$ cat src/rtl/alu_pkg.sv
// Shared ALU definitions: state encoding and default datapath widths used by the
// sequencer, the ALU and the display blocks.
package alu_pkg;

   localparam int unsigned STATE_W   = 3;
   localparam int unsigned ALU_WIDTH = 8;
   localparam int unsigned ALU_OPW   = 4;

   typedef enum logic [STATE_W-1:0] {
      StEnterA  = 3'd0,
      StEnterB  = 3'd1,
      StEnterOp = 3'd2,
      StLaunch  = 3'd3,
      StWait    = 3'd4,
      StShow    = 3'd5
   } state_e;

endpackage

$ cat src/rtl/wait_timer.sv
// Saturating watchdog counter for the ALU response wait.
// expired fires on the cycle whose increment would land the count on TIMEOUT-1.
module wait_timer #(
   parameter int unsigned TIMEOUT = 1000
) (
   input  logic clock,
   input  logic reset,
   input  logic clear,
   input  logic enable,
   output logic expired
);

   localparam int unsigned CNT_W  = $clog2(TIMEOUT) + 1;
   localparam int unsigned EXP_AT = (TIMEOUT >= 2) ? TIMEOUT - 2 : 0;
   localparam logic [CNT_W-1:0] LAST = CNT_W'(TIMEOUT - 1);

   logic [CNT_W-1:0] count_q;

   always_ff @(posedge clock or posedge reset) begin
      if (reset) begin
         count_q <= '0;
      end else if (clear) begin
         count_q <= '0;
      end else if (enable && (count_q != LAST)) begin
         count_q <= count_q + CNT_W'(1);
      end
   end

   assign expired = (count_q >= CNT_W'(EXP_AT));

endmodule

$ cat src/rtl/alu_input_sequencer.sv
// Button-driven entry of operand A, operand B and opcode, followed by an ALU
// start/done handshake guarded by a watchdog; result is held for display.
module alu_input_sequencer
   import alu_pkg::*;
#(
   parameter int unsigned WIDTH   = ALU_WIDTH,
   parameter int unsigned OPW     = ALU_OPW,
   parameter int unsigned TIMEOUT = 1000
) (
   input  logic               clock,
   input  logic               reset,
   input  logic               next_pulse,
   input  logic               back_pulse,
   input  logic [WIDTH-1:0]   switches,
   input  logic               alu_done,
   input  logic [WIDTH-1:0]   alu_result,
   output logic [WIDTH-1:0]   operand_a,
   output logic [WIDTH-1:0]   operand_b,
   output logic [OPW-1:0]     opcode,
   output logic               start,
   output logic [WIDTH-1:0]   result,
   output logic               result_valid,
   output logic               timeout_err,
   output logic [STATE_W-1:0] state
);

   state_e           state_q;
   logic [WIDTH-1:0] operand_a_q;
   logic [WIDTH-1:0] operand_b_q;
   logic [OPW-1:0]   opcode_q;
   logic [WIDTH-1:0] result_q;
   logic             start_q;
   logic             result_valid_q;
   logic             timeout_err_q;

   logic next_ev;
   logic back_ev;
   logic timer_clear;
   logic timer_enable;
   logic timer_expired;

   // Simultaneous presses cancel each other out.
   assign next_ev = next_pulse & ~back_pulse;
   assign back_ev = back_pulse & ~next_pulse;

   assign timer_clear  = (state_q == StLaunch);
   assign timer_enable = (state_q == StWait) & ~alu_done;

   wait_timer #(
      .TIMEOUT (TIMEOUT)
   ) u_wait_timer (
      .clock   (clock),
      .reset   (reset),
      .clear   (timer_clear),
      .enable  (timer_enable),
      .expired (timer_expired)
   );

   always_ff @(posedge clock or posedge reset) begin
      if (reset) begin
         state_q        <= StEnterA;
         operand_a_q    <= '0;
         operand_b_q    <= '0;
         opcode_q       <= '0;
         result_q       <= '0;
         start_q        <= 1'b0;
         result_valid_q <= 1'b0;
         timeout_err_q  <= 1'b0;
      end else begin
         start_q <= 1'b0;
         case (state_q)
            StEnterA: begin
               if (next_ev) begin
                  operand_a_q <= switches;
                  state_q     <= StEnterB;
               end
            end
            StEnterB: begin
               if (next_ev) begin
                  operand_b_q <= switches;
                  state_q     <= StEnterOp;
               end else if (back_ev) begin
                  state_q <= StEnterA;
               end
            end
            StEnterOp: begin
               if (next_ev) begin
                  opcode_q <= switches[OPW-1:0];
                  start_q  <= 1'b1;
                  state_q  <= StLaunch;
               end else if (back_ev) begin
                  state_q <= StEnterB;
               end
            end
            StLaunch: begin
               state_q <= StWait;
            end
            StWait: begin
               // A done arriving on the expiry cycle still counts as completion.
               if (alu_done) begin
                  result_q       <= alu_result;
                  result_valid_q <= 1'b1;
                  state_q        <= StShow;
               end else if (timer_expired) begin
                  timeout_err_q <= 1'b1;
                  state_q       <= StShow;
               end
            end
            StShow: begin
               if (next_ev || back_ev) begin
                  result_valid_q <= 1'b0;
                  timeout_err_q  <= 1'b0;
                  state_q        <= StEnterA;
               end
            end
            default: begin
               state_q <= StEnterA;
            end
         endcase
      end
   end

   assign operand_a    = operand_a_q;
   assign operand_b    = operand_b_q;
   assign opcode       = opcode_q;
   assign start        = start_q;
   assign result       = result_q;
   assign result_valid = result_valid_q;
   assign timeout_err  = timeout_err_q;
   assign state        = state_q;

endmodule

$ cat config.mk
export PLATFORM = sky130hd
export DESIGN_NAME = alu_input_sequencer
export DESIGN_NICKNAME = d
export VERILOG_FILES = /design/src/rtl/alu_pkg.sv /design/src/rtl/wait_timer.sv /design/src/rtl/alu_input_sequencer.sv
export SDC_FILE = /design/constraint.sdc
export NUM_CORES = 1
export LEC_CHECK = 0
export CAP_MARGIN = 20
export CORE_ASPECT_RATIO = 0.9
export CORE_MARGIN = 2
export CORE_UTILIZATION = 51
export DETAILED_ROUTE_END_ITERATION = 16
export PLACE_DENSITY = 0.95
export SLEW_MARGIN = 25
export SYNTH_ARGS = -nofsm -noshare
export SYNTH_HDL_FRONTEND = slang
export SYNTH_SLANG_ARGS = --single-unit
$ cat constraint.sdc
create_clock -name clock -period 4.8 [get_ports clock]
set_clock_uncertainty 0.05 [all_clocks]
set_input_delay 0.48 -clock clock [delete_from_list [all_inputs] [get_ports clock]]
set_output_delay 0.48 -clock clock [all_outputs]
set_load 0.01 [all_outputs]
== Yosys cells after proc, flatten, opt, wreduce, memory -nomap -nowiden ==
Cells that the tools add are included.
W data, S select, Z words.
Storage, ports and cells
  output and inout port bits: 34
  bits of input ports: 21
  register bits: 45
Operators by class
  equality and inequality tests: 14
  reduce and logical (&&, ||, !) cells: 12
  add/sub/neg operators: 1
  bitwise gates (word level): 6
  mux-type cells: 19
  $lt $le $gt $ge: 1
Operators with widths (count)
  $mux W3: 8
  $mux W11: 2
  $pmux W3 S6: 1
  $add A11 B1 Y11 const B: 1
  $ge A11 B10 Y1 const B: 1
  $ne A11 B10 Y1 const B: 1
  $ne A2 B2 Y1 const B: 5
  $ne A3 B3 Y1 const B: 3
  $reduce_and A2 Y1: 4
  $eq A3 B2 Y1 const B: 2
  $eq A3 B3 Y1 const B: 2
  $mux W1: 6
  $reduce_and A5 Y1: 1
  $pmux W1 S2: 2
  $reduce_and A4 Y1: 1
  $reduce_bool A2 Y1: 2
  $and A1 B1 Y1: 3
  $eq A3 B1 Y1 const B: 1
  $logic_not A3 Y1: 1
  $not A1 Y1: 3
  $reduce_and A3 Y1: 1
  $logic_and A1 B1 Y1: 1
  $logic_or A1 B1 Y1: 1

== Logic depth before layout (Yosys ltp) ==
  depth after elaboration: 5
  mapped depth: 6
  mapped depth without buffers: 6

== Hierarchy ==
From an unflattened synthesis, not the netlist that was laid out.
Unflattened totals
  cell total of the unflattened synthesis: 167
  area, all modules: 2097.0 um2
Modules (own cells, without submodules)
  alu_input_sequencer: times used 1, area each 1462.7 um2, sequential area each 850.8 um2, cells each 102
  wait_timer: times used 1, area each 634.4 um2, sequential area each 275.3 um2, cells each 65

== Least setup slack after synthesis ==
Ideal clock, no wire load.
  path type: register -> register
  start: reg state_q[1] (netlist: state[1])
  end: reg u_wait_timer.count_q[10]
  data required time: 4.672 ns
  data arrival time: 2.193 ns
  path slack: 2.479 ns
  setup time: 0.078 ns
  cell stages (with the launch flop): 7
  buffers on the path: 2
  cell sequence: dfrtp_1 -> buf_6 -> or4b_4 -> buf_6 -> or4_4 -> or3_1 -> a21oi_1
On the way
  word-level cells in the longest chain between the ends: 4
Ends and longest elaborated chain
  start, declared: line alu_input_sequencer.sv:27  | state_e state_q;
  start signal, assigned: line alu_input_sequencer.sv:61  | state_q <= StEnterA;
  start signal, assigned: line alu_input_sequencer.sv:75  | state_q <= StEnterB;
  start signal, assigned: line alu_input_sequencer.sv:81  | state_q <= StEnterOp;
  $eq A3 B3 Y1: line alu_input_sequencer.sv:47  | assign timer_enable = (state_q == StWait) & ~alu_done;
  $and A1 B1 Y1: line alu_input_sequencer.sv:47
  $logic_and A1 B1 Y1: line wait_timer.sv:24  | end else if (enable && (count_q != LAST)) begin
  $reduce_bool A2 Y1 (no line)
  end signal, assigned: line wait_timer.sv:25  | count_q <= count_q + CNT_W'(1);
  end, declared: line wait_timer.sv:17  | logic [CNT_W-1:0] count_q;
Several ways; a longest one is shown, not always the timed one.
A chain may end at the register's enable or synchronous reset.

== Worst setup path in the final report ==
  start: in alu_done
  end: reg u_wait_timer.count_q[10]
On the way
  word-level cells in the longest chain between the ends: 4
Ends and longest elaborated chain
  start, declared: line alu_input_sequencer.sv:15  | input logic alu_done,
  $not A1 Y1: line alu_input_sequencer.sv:47
  $and A1 B1 Y1: line alu_input_sequencer.sv:47
  $logic_and A1 B1 Y1: line wait_timer.sv:24
  $reduce_bool A2 Y1 (no line)
No other way between the ends.

==> impl_metrics.json <==
{
  "numCtsBuffers": 5,
  "syn-instance-count": 166,
  "required_ns": 4.97,
  "cts_root_buf": "sky130_fd_sc_hd__clkbuf_8",
  "cp_slowest_cell": "sky130_fd_sc_hd__or4b_4",
  "cp-end-kind": "flop",
  "worst_r2r_startpoint": "state[2]$_DFFE_PP0P_",
  "initial_antenna_violation_count": 0,
  "wl_per_cell_um": 16.6,
  "synthesis.area_per_instance_sq_um": 12.2,
  "cp_launch_point": "alu_done",
  "critPathMaxStageDelay_ns": 0.58,
  "fin_tns_setup_ns": 0,
  "clock_latency_ns": 0.30,
  "outcome": "complete, no violations",
  "nNetsFinal": 248,
  "timing.final.hold_violations": 0,
  "post_cts_hold_buffer_count": 0,
  "critical_path_arrival_ns": 2.63,
  "dpl_cell_area_sq_mm": 0.00259,
  "io_buffers": 54,
  "grt_max_degree": 46,
  "combined_area_of_the_multi_input_logic_cells_sq_um": 843,
  "gr-usage-all-layers_pct": 21.4,
  "post-cts-setup-buffers": 0,
  "timing.setup.critical_path_class": "in -> reg",
  "antenna_viol_nets_final": 0,
  "core_region_area_sq_mm": 0.00376,
  "worst-path-max-fanout": 9,
  "ctsHtreeMaxLevel": 2,
  "num_antenna_cells": 0,
  "area_growth_pct": 34.4,
  "report.final.setup_viol": 0,
  "design_area_sq_mm": 0.00271,
  "viasPerCell": 5.56,
  "finalPower_uw": 1510,
  "synth_ff_type": "sky130_fd_sc_hd__dfrtp_1",
  "irDropWorstVdd_v": 0.000430,
  "place_congestion": 0.900,
  "placement_rows": 21,
  "vias": 1501,
  "remaining_drc_errors": 0,
  "count_of_warnings_emitted_by_yosys": 0,
  "worst-slew-pin-transition_ns": 1.02,
  "synth-async-reset-ratio_pct": 100,
  "ioPinCount": 55,
  "dr.pass1.iters": 4,
  "cell_by_cell_trace_of_the_critical_path": "clkdlybuf4s50_1 -> or4b_4 -> or4_4 -> or3_1 -> a21oi_1",
  "synth-seq-area-share_pct": 55.8,
  "final.min_clock_period_ns": 2.46,
  "yosys_register_bits": 45,
  "chipWidth_um": 70.3,
  "max_freq_ghz": 0.406,
  "period_share_pct": 51.3,
  "fraction_of_synthesized_cell_area_taken_by_the_top_area_cell_type_pct": 55.8,
  "hold_path_class": "reg -> reg",
  "min-delay-start": "result[0]$_DFFE_PP0N_",
  "detail_route.iter0.violations": 103,
  "place.detailed.hpwl_mm": 3.21,
  "post_cts_resize_count": 0,
  "max-clock-path-buffers": 2,
  "maxCapViolCount": 0,
  "clk_transition_reported_paths_ns": 0.08,
  "total_wire_length_after_detailed_routing_mm": 4.49,
  "layout.filler_cells": 243,
  "first_global_vias": 1445,
  "grt_setup_unrepaired": "false",
  "die-height_um": 63.7,
  "syn_area_sq_mm": 0.00202,
  "synth.distinct_cells": 35,
  "power.density_mw_per_mm2": 556,
  "report.final.slew_viol_count": 0,
  "r2r_slack_ns": 2.44,
  "clock-sinks": 45,
  "cp-start-kind": "primary input",
  "grt_first_pass_wirelength_mm": 7.32,
  "synth.area.top_cells": "sky130_fd_sc_hd__dfrtp_1 56%, sky130_fd_sc_hd__mux2_2 16%, sky130_fd_sc_hd__ha_1 2.5%",
  "edff_count_synth": 0,
  "clock_tree_from_tritoncts": "done",
  "power.leakage_uw": 0.00113,
  "post_route_cells_drive_above_1_share_pct": 19.6,
  "relSlewSlack_pct": 32.0,
  "synth_area_leader_cell": "sky130_fd_sc_hd__dfrtp_1",
  "sequential_cell_area_sq_mm": 0.00113,
  "syn-num-nets": 191,
  "start_util_pct": 53.7,
  "leftover_overflow_at_the_end_of_global_routing": 0,
  "die_outline_area_sq_mm": 0.00448
}
## cells by family after synthesis
group / Yosys count / share of synthesized area [%]
adder cells (fa/ha/maj): 4 / 2.48
flip-flops: 45 / 55.8
buffers and inverters: 11 / 2.79
AND/OR/NAND/NOR: 51 / 14.1
multiplexers: 28 / 15.6
XOR/XNOR: 5 / 2.17
AO/OA/AOI/OAI: 22 / 7.13
## per-stage QoR
step	util, %	hold WS, ns	std cells	setup WS [ns]
global route	72.2	0.471	270	2.31
finish	72.2	0.458	270	2.34
floorplan	-	0.452	166	2.48
detailed placement	69.0	0.445	262	2.05
CTS	72.1	0.464	270	2.35
global placement	69.0	0.439	262	2.13
## path summary, 6_finish.rpt
check,end,cells past startpoint
worst max-delay path,u_wait_timer.count_q[10]$_DFFE_PP0P_,5
worst min-delay path,result[0]$_DFFE_PP0N_,1
worst max register to register,u_wait_timer.count_q[10]$_DFFE_PP0P_,4
worst min register to register,result[0]$_DFFE_PP0N_,1
max in group asynchronous,u_wait_timer.count_q[5]$_DFFE_PP0P_,3
min in group asynchronous,operand_a[4]$_DFFE_PP0P_,3
## report_power, final
part / switching [uW] / internal [uW]
Sequential: 112 / 519
Clock: 126 / 170
Combinational: 219 / 364
## routing by layer
metal / vias to the layer above / share of wire (%) / track usage (%)
met1: 733 / 43 / 28.9
met2: 55 / 49 / 33.4
met4: 0 / 1.4 / 6.49
met5: - / 0 / 0
met3: 6 / 6.2 / 6.56
li1: 707 / - / -
## Yosys cell counts, drive strengths merged, types with 2 or more instances
| cell type | instances |
|---|---|
| o21ai | 7 |
| nand4 | 2 |
| a21oi | 3 |
| inv | 6 |
| clkbuf | 3 |
| nand2 | 12 |
| o31ai | 4 |
| nand2b | 2 |
| nor2 | 12 |
| mux2 | 28 |
| o211ai | 3 |
| ha | 4 |
| xnor2 | 3 |
| nand3 | 3 |
| nor4 | 2 |
| dfrtp | 45 |
| or2 | 3 |
| nor3 | 3 |
| buf | 2 |
| or4 | 3 |
| nor4b | 3 |
| xor2 | 2 |
## cell usage in the layout (no fill, tap or decap), types with 4 or more instances in the layout
master | synthesis | routed
sky130_fd_sc_hd__clkdlybuf4s50_1 | 0 | 54
sky130_fd_sc_hd__dfrtp_1 | 45 | 45
sky130_fd_sc_hd__mux2_2 | 28 | 28
sky130_fd_sc_hd__nand2_1 | 12 | 12
sky130_fd_sc_hd__nor2_1 | 12 | 12
sky130_fd_sc_hd__o21ai_0 | 7 | 7
sky130_fd_sc_hd__inv_1 | 6 | 6
sky130_fd_sc_hd__clkbuf_8 | 0 | 6
sky130_fd_sc_hd__o31ai_1 | 4 | 4
sky130_fd_sc_hd__ha_1 | 4 | 4
## critical path, delay by kind of cell
kind                   cells  cell delay, ns
and+or+nand+nor            3            1.49
buffers and inverters      1            0.49
AOI/OAI and AO/OA          1            0.17
## area by class of cell
type                            count  area share [%]
Sequential cell                    45            41.5
Multi-Input combinational cell    110            31.1
Timing Repair Buffer               55            20.2
Clock buffer                        7            3.18
Tap cell                           46            2.12
Clock inverter                      1            1.11
Inverter                            6           0.830
## sequential cells by signal, indices dropped and copies added, names as in the netlist
register and flops:
opcode 4, start 1, operand_a 8, operand_b 8, state 3, timeout_err 1
result 8, u_wait_timer.count_q 11, result_valid 1
Note: power is estimated with default switching activity, not from simulation.
